[config.mk]
export PLATFORM = sky130hd
export DESIGN_NAME = prim_ram_1p_arb
export DESIGN_NICKNAME = d
export VERILOG_FILES = /design/src/rtl/prim_ram_arb_pkg.sv /design/src/rtl/prim_ram_arb_sel.sv /design/src/rtl/prim_ram_1p_arb.sv
export SDC_FILE = /design/constraint.sdc
export NUM_CORES = 1
export LEC_CHECK = 0
export BUFFER_PORTS_ARGS = -buffer_cell sky130_fd_sc_hd__buf_4
export CORE_AREA = 2 2 115 117
export DETAILED_ROUTE_END_ITERATION = 10
export DIE_AREA = 0 0 117 119
export PLACE_DENSITY = 0.57
export SYNTH_ARGS = -nofsm -noshare
export SYNTH_HDL_FRONTEND = slang
export SYNTH_SLANG_ARGS = --single-unit
export TNS_END_PERCENT = 30
[constraint.sdc]
create_clock -name clk_i -period 1.75 [get_ports clk_i]
set_clock_uncertainty 0.1 [all_clocks]
set_input_delay 0 -clock clk_i [delete_from_list [all_inputs] [get_ports clk_i]]
set_output_delay 0 -clock clk_i [all_outputs]
set_load 0.02 [all_outputs]
[src/rtl/prim_ram_arb_pkg.sv]
// Shared types and width helpers for the single-port RAM arbiter.
package prim_ram_arb_pkg;

  typedef enum logic [1:0] {
    ST_INIT = 2'd0,
    ST_RUN  = 2'd1
  } arb_state_e;

  function automatic int unsigned idx_width(input int unsigned n);
    return (n > 1) ? $clog2(n) : 1;
  endfunction

  function automatic int unsigned addr_width(input int unsigned d);
    return (d > 1) ? $clog2(d) : 1;
  endfunction

endpackage

[src/rtl/prim_ram_arb_sel.sv]
// Winner selection: request vector (plus round-robin pointer) to one-hot grant and index.
// PRIM_RAM_ARB_RR_EN selects round-robin; otherwise lowest index wins.
module prim_ram_arb_sel
  import prim_ram_arb_pkg::*;
#(
  parameter  int NumReq = 2,
  localparam int IdxW   = idx_width(NumReq)
) (
  input  logic [NumReq-1:0] req_i,
`ifdef PRIM_RAM_ARB_RR_EN
  input  logic [IdxW-1:0]   rr_ptr_i,
`endif
  output logic [NumReq-1:0] gnt_o,
  output logic [IdxW-1:0]   idx_o
);

`ifdef PRIM_RAM_ARB_RR_EN
  logic            found;
  logic [IdxW:0]   sum;
  logic [IdxW-1:0] cand;

  // Walk the requesters starting at the pointer, wrapping at NumReq.
  always_comb begin
    gnt_o = '0;
    idx_o = '0;
    found = 1'b0;
    sum   = '0;
    cand  = '0;
    for (int off = 0; off < NumReq; off++) begin
      sum = {1'b0, rr_ptr_i} + (IdxW+1)'(off);
      if (sum >= (IdxW+1)'(NumReq)) begin
        sum = sum - (IdxW+1)'(NumReq);
      end
      cand = sum[IdxW-1:0];
      if (!found && req_i[cand]) begin
        found       = 1'b1;
        gnt_o[cand] = 1'b1;
        idx_o       = cand;
      end
    end
  end
`else
  // Descending scan so the lowest requesting index is the last one written.
  always_comb begin
    gnt_o = '0;
    idx_o = '0;
    for (int i = NumReq - 1; i >= 0; i--) begin
      if (req_i[i]) begin
        gnt_o    = '0;
        gnt_o[i] = 1'b1;
        idx_o    = IdxW'(i);
      end
    end
  end
`endif

endmodule

[src/rtl/prim_ram_1p_arb.sv]
// Shares one synchronous single-port RAM between NumReq requesters, zero-filling it after reset
// or on init_req_i. PRIM_RAM_ARB_RR_EN enables round-robin arbitration (default: fixed priority).
module prim_ram_1p_arb
  import prim_ram_arb_pkg::*;
#(
  parameter  int NumReq = 2,
  parameter  int Width  = 32,
  parameter  int Depth  = 128,
  localparam int Aw     = addr_width(Depth),
  localparam int IdxW   = idx_width(NumReq)
) (
  input  logic                         clk_i,
  input  logic                         rst_ni,
  input  logic                         init_req_i,
  output logic                         init_done_o,
  input  logic [NumReq-1:0]            req_i,
  input  logic [NumReq-1:0]            write_i,
  input  logic [NumReq-1:0][Aw-1:0]    addr_i,
  input  logic [NumReq-1:0][Width-1:0] wdata_i,
  input  logic [NumReq-1:0][Width-1:0] wmask_i,
  output logic [NumReq-1:0]            gnt_o,
  output logic [NumReq-1:0]            rvalid_o,
  output logic [Width-1:0]             rdata_o,
  output logic                         ram_req_o,
  output logic                         ram_write_o,
  output logic [Aw-1:0]                ram_addr_o,
  output logic [Width-1:0]             ram_wdata_o,
  output logic [Width-1:0]             ram_wmask_o,
  input  logic [Width-1:0]             ram_rdata_i,
  output arb_state_e                   state_o
);

  // Handshake: a requester holds req/write/addr/wdata/wmask stable until gnt_o is seen in the
  // same cycle; req_i[i] & gnt_o[i] is an accept. An accepted read returns rvalid_o[i] exactly one
  // cycle later with rdata_o valid in that cycle only. Writes never return rvalid.

  arb_state_e               state_q, state_d;
  logic [Aw-1:0]            init_cnt_q, init_cnt_d;
  logic [NumReq-1:0]        rvalid_q;
  logic [NumReq-1:0]        sel_gnt;
  logic [NumReq-1:0]        accept;
  logic [IdxW-1:0]          sel_idx;
  logic                     init_last;

  assign init_last = (init_cnt_q == Aw'(Depth - 1));

`ifdef PRIM_RAM_ARB_RR_EN
  logic [IdxW-1:0] rr_ptr_q;

  always_ff @(posedge clk_i or negedge rst_ni) begin
    if (!rst_ni) begin
      rr_ptr_q <= '0;
    end else if (|accept) begin
      rr_ptr_q <= (sel_idx == IdxW'(NumReq - 1)) ? '0 : sel_idx + 1'b1;
    end
  end
`endif

  prim_ram_arb_sel #(
    .NumReq (NumReq)
  ) u_sel (
    .req_i    (req_i),
`ifdef PRIM_RAM_ARB_RR_EN
    .rr_ptr_i (rr_ptr_q),
`endif
    .gnt_o    (sel_gnt),
    .idx_o    (sel_idx)
  );

  always_ff @(posedge clk_i or negedge rst_ni) begin
    if (!rst_ni) begin
      state_q    <= ST_INIT;
      init_cnt_q <= '0;
      rvalid_q   <= '0;
    end else begin
      state_q    <= state_d;
      init_cnt_q <= init_cnt_d;
      rvalid_q   <= accept & ~write_i;
    end
  end

  always_comb begin
    state_d    = state_q;
    init_cnt_d = init_cnt_q;
    case (state_q)
      ST_INIT: begin
        if (init_last) begin
          state_d    = ST_RUN;
          init_cnt_d = '0;
        end else begin
          init_cnt_d = init_cnt_q + 1'b1;
        end
      end
      ST_RUN: begin
        if (init_req_i) begin
          state_d    = ST_INIT;
          init_cnt_d = '0;
        end
      end
      default: begin
        state_d    = ST_INIT;
        init_cnt_d = '0;
      end
    endcase
  end

  // An init request suppresses grants in the cycle it is seen.
  always_comb begin
    gnt_o       = '0;
    ram_req_o   = 1'b0;
    ram_write_o = 1'b0;
    ram_addr_o  = init_cnt_q;
    ram_wdata_o = '0;
    ram_wmask_o = '0;
    case (state_q)
      ST_INIT: begin
        ram_req_o   = 1'b1;
        ram_write_o = 1'b1;
        ram_addr_o  = init_cnt_q;
        ram_wdata_o = '0;
        ram_wmask_o = '1;
      end
      ST_RUN: begin
        if (!init_req_i) begin
          gnt_o       = sel_gnt;
          ram_req_o   = |sel_gnt;
          ram_write_o = write_i[sel_idx];
          ram_addr_o  = addr_i[sel_idx];
          ram_wdata_o = wdata_i[sel_idx];
          ram_wmask_o = wmask_i[sel_idx];
        end
      end
      default: begin
        gnt_o = '0;
      end
    endcase
  end

  assign accept      = req_i & gnt_o;
  assign init_done_o = (state_q == ST_RUN);
  assign rvalid_o    = rvalid_q;
  assign rdata_o     = ram_rdata_i;
  assign state_o     = state_q;

endmodule

==> Word level (Yosys, flattened, before mapping) <==
Index checks and enable logic that the tools add are counted.
{ "totals": {"regBits": 11, "input_bits": 181, "output_inout_bits": 112, "elab_cells": 45} }
{ "classes": {"n_addsub": 1, "order_cmp": 1, "n_eq_ne": 4, "muxes": 30, "n_bitwise": 3, "n_reduce_logical": 3} }
{ "ops": {"columns": ["operator", "n"], "rows": [
  ["$mux 32", 7],
  ["$pmux 32 s2", 1],
  ["$mux 7", 6],
  ["$pmux 7 s2", 1],
  ["$mux 2", 6],
  ["$add 7x1->7 const B", 1],
  ["$eq 7x7->1 const B", 1],
  ["$mux 1", 6],
  ["$and 2x2->2", 2],
  ["$ne 2x2->1 const B", 2],
  ["$pmux 1 s2", 2],
  ["$pmux 2 s2", 1],
  ["$eq 2x1->1 const B", 1],
  ["$logic_not 2->1", 1],
  ["$lt 1x2->1 const B", 1],
  ["$not 2->2", 1],
  ["$reduce_and 2->1", 1],
  ["$reduce_or 2->1", 1]
]} }

==> Longest topological paths before layout <==
{ "depth": {"depth_word": 6, "depth_mapped": 5, "ltp_nobuf": 4} }

==> Cells and area by module <==
Synthesis repeated with hierarchy kept, for this count alone.
{ "hier_totals": {"cells_unflattened": 259, "hier_area_um2": 1963.1} }
{ "modules_own_cells": {"columns": ["module", "n_inst", "cells_each", "area_per_inst_um2", "seq_area_each_um2"], "rows": [
  ["prim_ram_1p_arb", 1, 256, 1934.4, 250.2],
  ["prim_ram_arb_sel", 1, 3, 28.8, 0.0]
]} }

==> Worst setup path before layout <==
OpenSTA, ideal clock, no wires.
{ "synth_timing": {"kind": "register to output", "startpoint": "register state_q[0], in the netlist state_o[0]", "endpoint": "output ram_addr_o[5]", "arrival_ns": 1.454, "required_time_ns": 1.650, "slack_ns": 0.196, "stages_incl_launch_ff": 6, "path_buffers": 2, "cell_sequence": "dfrtp_1 buf_2 nor2b_1 buf_2 nor2_1 a31oi_1"} }
{ "synth_between": {"elab_chain_cells": 2} }
{ "synth_rtl": {"columns": ["element", "line", "source"], "rows": [
  ["start, declared", "prim_ram_1p_arb.sv:37", "arb_state_e state_q, state_d;"],
  ["start signal, assigned", "prim_ram_1p_arb.sv:76", "state_q <= state_d;"],
  ["$eq 2x1->1", "prim_ram_1p_arb.sv:115", "case (state_q)"],
  ["$mux 7", "prim_ram_1p_arb.sv:115", null],
  ["end, declared", "prim_ram_1p_arb.sv:26", "output logic [Aw-1:0] ram_addr_o,"]
]} }
Every way passes these cells.

==> Worst setup path in the final report <==
{ "layout_timing": {"startpoint": "register state_q[0], in the netlist state_o[0]", "endpoint": "output ram_addr_o[3]"} }
The elaborated chain is that of the path after synthesis.

==> results_dict.tcl <==
set metrics [dict create \
    cellLeakagePower_uw 0.002060 \
    die_x_um 117 \
    cts.clk_slew.worst_paths_ns 0.04 \
    drive_gt1_share_pct 46.90 \
    clock-root-buffer "clkbuf_16" \
    drc 0 \
    kind_of_start_point_of_the_critical_path "register" \
    grt_overflow_total 0 \
    setup_tns_ns 0 \
    dr.first_iter.drc_count 87 \
    worst-r2r-setup-slack_ns 0.36 \
    die-height_um 119 \
    clock_sinks 10 \
    timing.critical_path.to_type "output pin" \
    signal_arrival_time_at_the_worst_endpoint_ns 1.52 \
    die_footprint_um2 13920 \
    holdCritPathClass "input pin to register" \
    synth_cell_types 30 \
    detail_route.vias_per_cell 4.172 \
    cts_tree "yes" \
    synth.net_count 486 \
    io_buffer_count 227 \
    htree_levels 1 \
    first_global_vias 2738 \
    cp.required_ns 1.65 \
    start_util_pct 14.99 \
    hold_violations 0 \
    cts_made_buffers 3 \
    grt_setup_unrepaired "false" \
    run_status "completed" \
    synth.mux.area_fraction_pct 17.12 \
    synth-compound-area-share_pct 23.67 \
    gp_routability_congestion 0.7348 \
    filler_cell_count 1393 \
    grt_pass1_wl_um 13630 \
    pin_count 293 \
    rows 42 \
    worst_r2r_start "state_o[0]" \
    finalCoreUtilization_pct 30.91 \
    max_freq_mhz 618.7 \
    floorplan.core_area_um2 12870 \
    synth-seq-area-share_pct 12.97 \
    timing.critical_path.fanout_max 20 \
    syn_area_per_cell_um2 6.347 \
    antenna_found_initial 0 \
    setup_violations 0 \
    yosys.area_share.adder_pct 0.6485 \
    yosys_warnings 0 \
    routed-via-count 2887 \
    synthXorXnorAreaFrac_pct 1.362 \
    synth_top_family_by_area "compound AO/OA/AOI/OAI gates" \
    dpl.hpwl_um 7123 \
    setup_crit_path_kind "register to output pin" \
    holdWs_ns 0.01085 \
    final-max-slew-violation-count 0 \
    crit_path_top_delay_cell "dfrtp_2" \
    maxCapViolations 0 \
    postRouteWirelength_um 9208 \
    netlist_instances 304 \
    wire_per_inst_um 13.31 \
    num_antenna_cells 0 \
    syn2layout_area_growth_pct 106.3 \
    timing.hold.worst.start "init_req_i" \
    worst_ir_drop_vdd_mv 0.2171 \
    timing.critical_path.slowest_cell_delay_ns 0.45 \
    cts_max_path_buffers 2 \
    global_route.usage.total_pct 12.17 \
    pin_count_of_the_biggest_net_entering_global_routing 38 \
    synth-seq-cells 10 \
    post-route-min-period_ns 1.616 \
    drt_first_pass_iters 4 \
    post_synthesis_instance_area_um2 1929 \
    powerDensity_nw_per_um2 510.8 \
    final_antenna_net_count 0 \
    post_synth_and_or_nand_nor_area_fraction_pct 22.31 \
    fin_crit_sh_pct 92.37 \
    worstPathCellList "nor2b_1 -> buf_6 -> nor2_1 -> a31oi_1 -> buf_4" \
    critical_path_source "state_o[0]" \
    finalNetCount 700 \
    clk_latency_ns 0.24 \
    postcts_setup_bufs 0 \
]
-- layout by cell type (no fill, tap or decap), types with 2 or more instances in the layout --
cell | synthesis | final
nor2b_1 | 3 | 2
a21oi_1 | 32 | 32
dfrtp_1 | 10 | 9
nand3_1 | 3 | 3
dlygate4sd3_1 | 0 | 35
buf_4 | 36 | 233
o21ai_0 | 10 | 10
o21ai_1 | 31 | 31
buf_12 | 0 | 2
nand2_1 | 85 | 85
nor2_1 | 9 | 9
a31oi_1 | 7 | 7
mux2i_1 | 33 | 33
inv_1 | 2 | 2
xor2_1 | 2 | 2
clkbuf_16 | 0 | 3
-- cell usage after synthesis (all sizes together) --
| master | instances | share of area [%] |
|---|---|---|
| a41o | 1 | 0.52 |
| a211o | 1 | 0.45 |
| nand2 | 85 | 17 |
| a31oi | 7 | 2.3 |
| and2 | 1 | 0.32 |
| nand3b | 1 | 0.39 |
| o41ai | 1 | 0.45 |
| nand2b | 2 | 0.65 |
| xor2 | 2 | 0.91 |
| o21ai | 41 | 11 |
| inv | 2 | 0.39 |
| nor4 | 1 | 0.32 |
| dfrtp | 10 | 13 |
| xnor2 | 1 | 0.45 |
| nand3 | 3 | 0.78 |
| a311oi | 1 | 0.45 |
| nor3 | 1 | 0.26 |
| o41a | 1 | 0.58 |
| clkbuf | 6 | 1.2 |
| buf | 56 | 20 |
| conb | 1 | 0.19 |
| ha | 1 | 0.65 |
| mux2i | 33 | 17 |
| a21oi | 32 | 8.3 |
| and3 | 1 | 0.32 |
| nor2b | 3 | 0.97 |
| nor2 | 9 | 1.8 |
-- metrics by stage --
step | cells | power, µW | setup WS [ns] | cell area [µm²]
floorplan | 304 | 1107 | 0.1959 | 1929
global placement | 654 | 1512 | 0.3407 | 3550
detailed placement | 654 | 1531 | 0.2723 | 3550
CTS | 692 | 2062 | 0.01078 | 3975
global route | 692 | 2188 | 0.004963 | 3980
finish | 692 | 2033 | 0.1336 | 3980
-- sequential cells by signal (all words and copies together) (netlist names) --
signal      count
init_cnt_q      7
state_o         1
rvalid_o        2
-- power by group --
group | total [µW] | leakage, µW | internal [µW] | switching (µW)
clock network | 400 | 0.0000370 | 296 | 104
registers | 449 | 0.000124 | 317 | 132
logic | 1180 | 0.00190 | 613 | 571
-- layer usage --
metal	vias to the layer above	global-route usage, %	routed length, µm
li1	1419	-	-
met1	1317	14.61	3645
met2	144	23.01	4943
met3	7	1.221	538
met4	0	2.426	80
met5	-	0	0
-- cells by family (layout without fill, tap and decap cells) --
group                    Yosys count  after routing
multiplexers                      33             33
AND/OR/NAND/NOR                  107            107
buffers and inverters             64            276
AO/OA/AOI/OAI                     85             85
other                              1              1
adder cells (fa/ha/maj)            1              1
flip-flops                        10             10
XOR/XNOR                           3              3
-- worst paths after layout --
kind	endpoint	depth (start not counted)
worst max register to register	rvalid_o[0]	4
max in group asynchronous	state_o[0]	2
worst min register to register	init_cnt_q[1]	2
worst min-delay path	state_o[0]	3
min in group asynchronous	init_cnt_q[4]	2
worst max-delay path	ram_addr_o[3]	5
-- final cells by class --
class	instances	area, µm²	area share, %
inverter	2	7.507	0.1886
sequential	10	251.5	6.319
clock buffer	3	75.07	1.886
timing repair buffer	271	2151	54.04
multi-input combinational	230	1275	32.03
tap	176	220.2	5.533
-- worst max-delay path: cells and delay by family (launching register included) --
| kind | cells | cell delay (ns) |
|---|---|---|
| DFF | 1 | 0.45 |
| buffers and inverters | 2 | 0.38 |
| and+or+nand+nor | 2 | 0.28 |
| AOI/OAI and AO/OA | 1 | 0.17 |
-- what timing repair did --
action,in CTS,in global routing
gates resized for setup,0,2
hold buffers,35,0
setup endpoints to repair,0,34
endpoints found under the hold margin,44,0
Note: power is estimated with default switching activity, not from simulation.
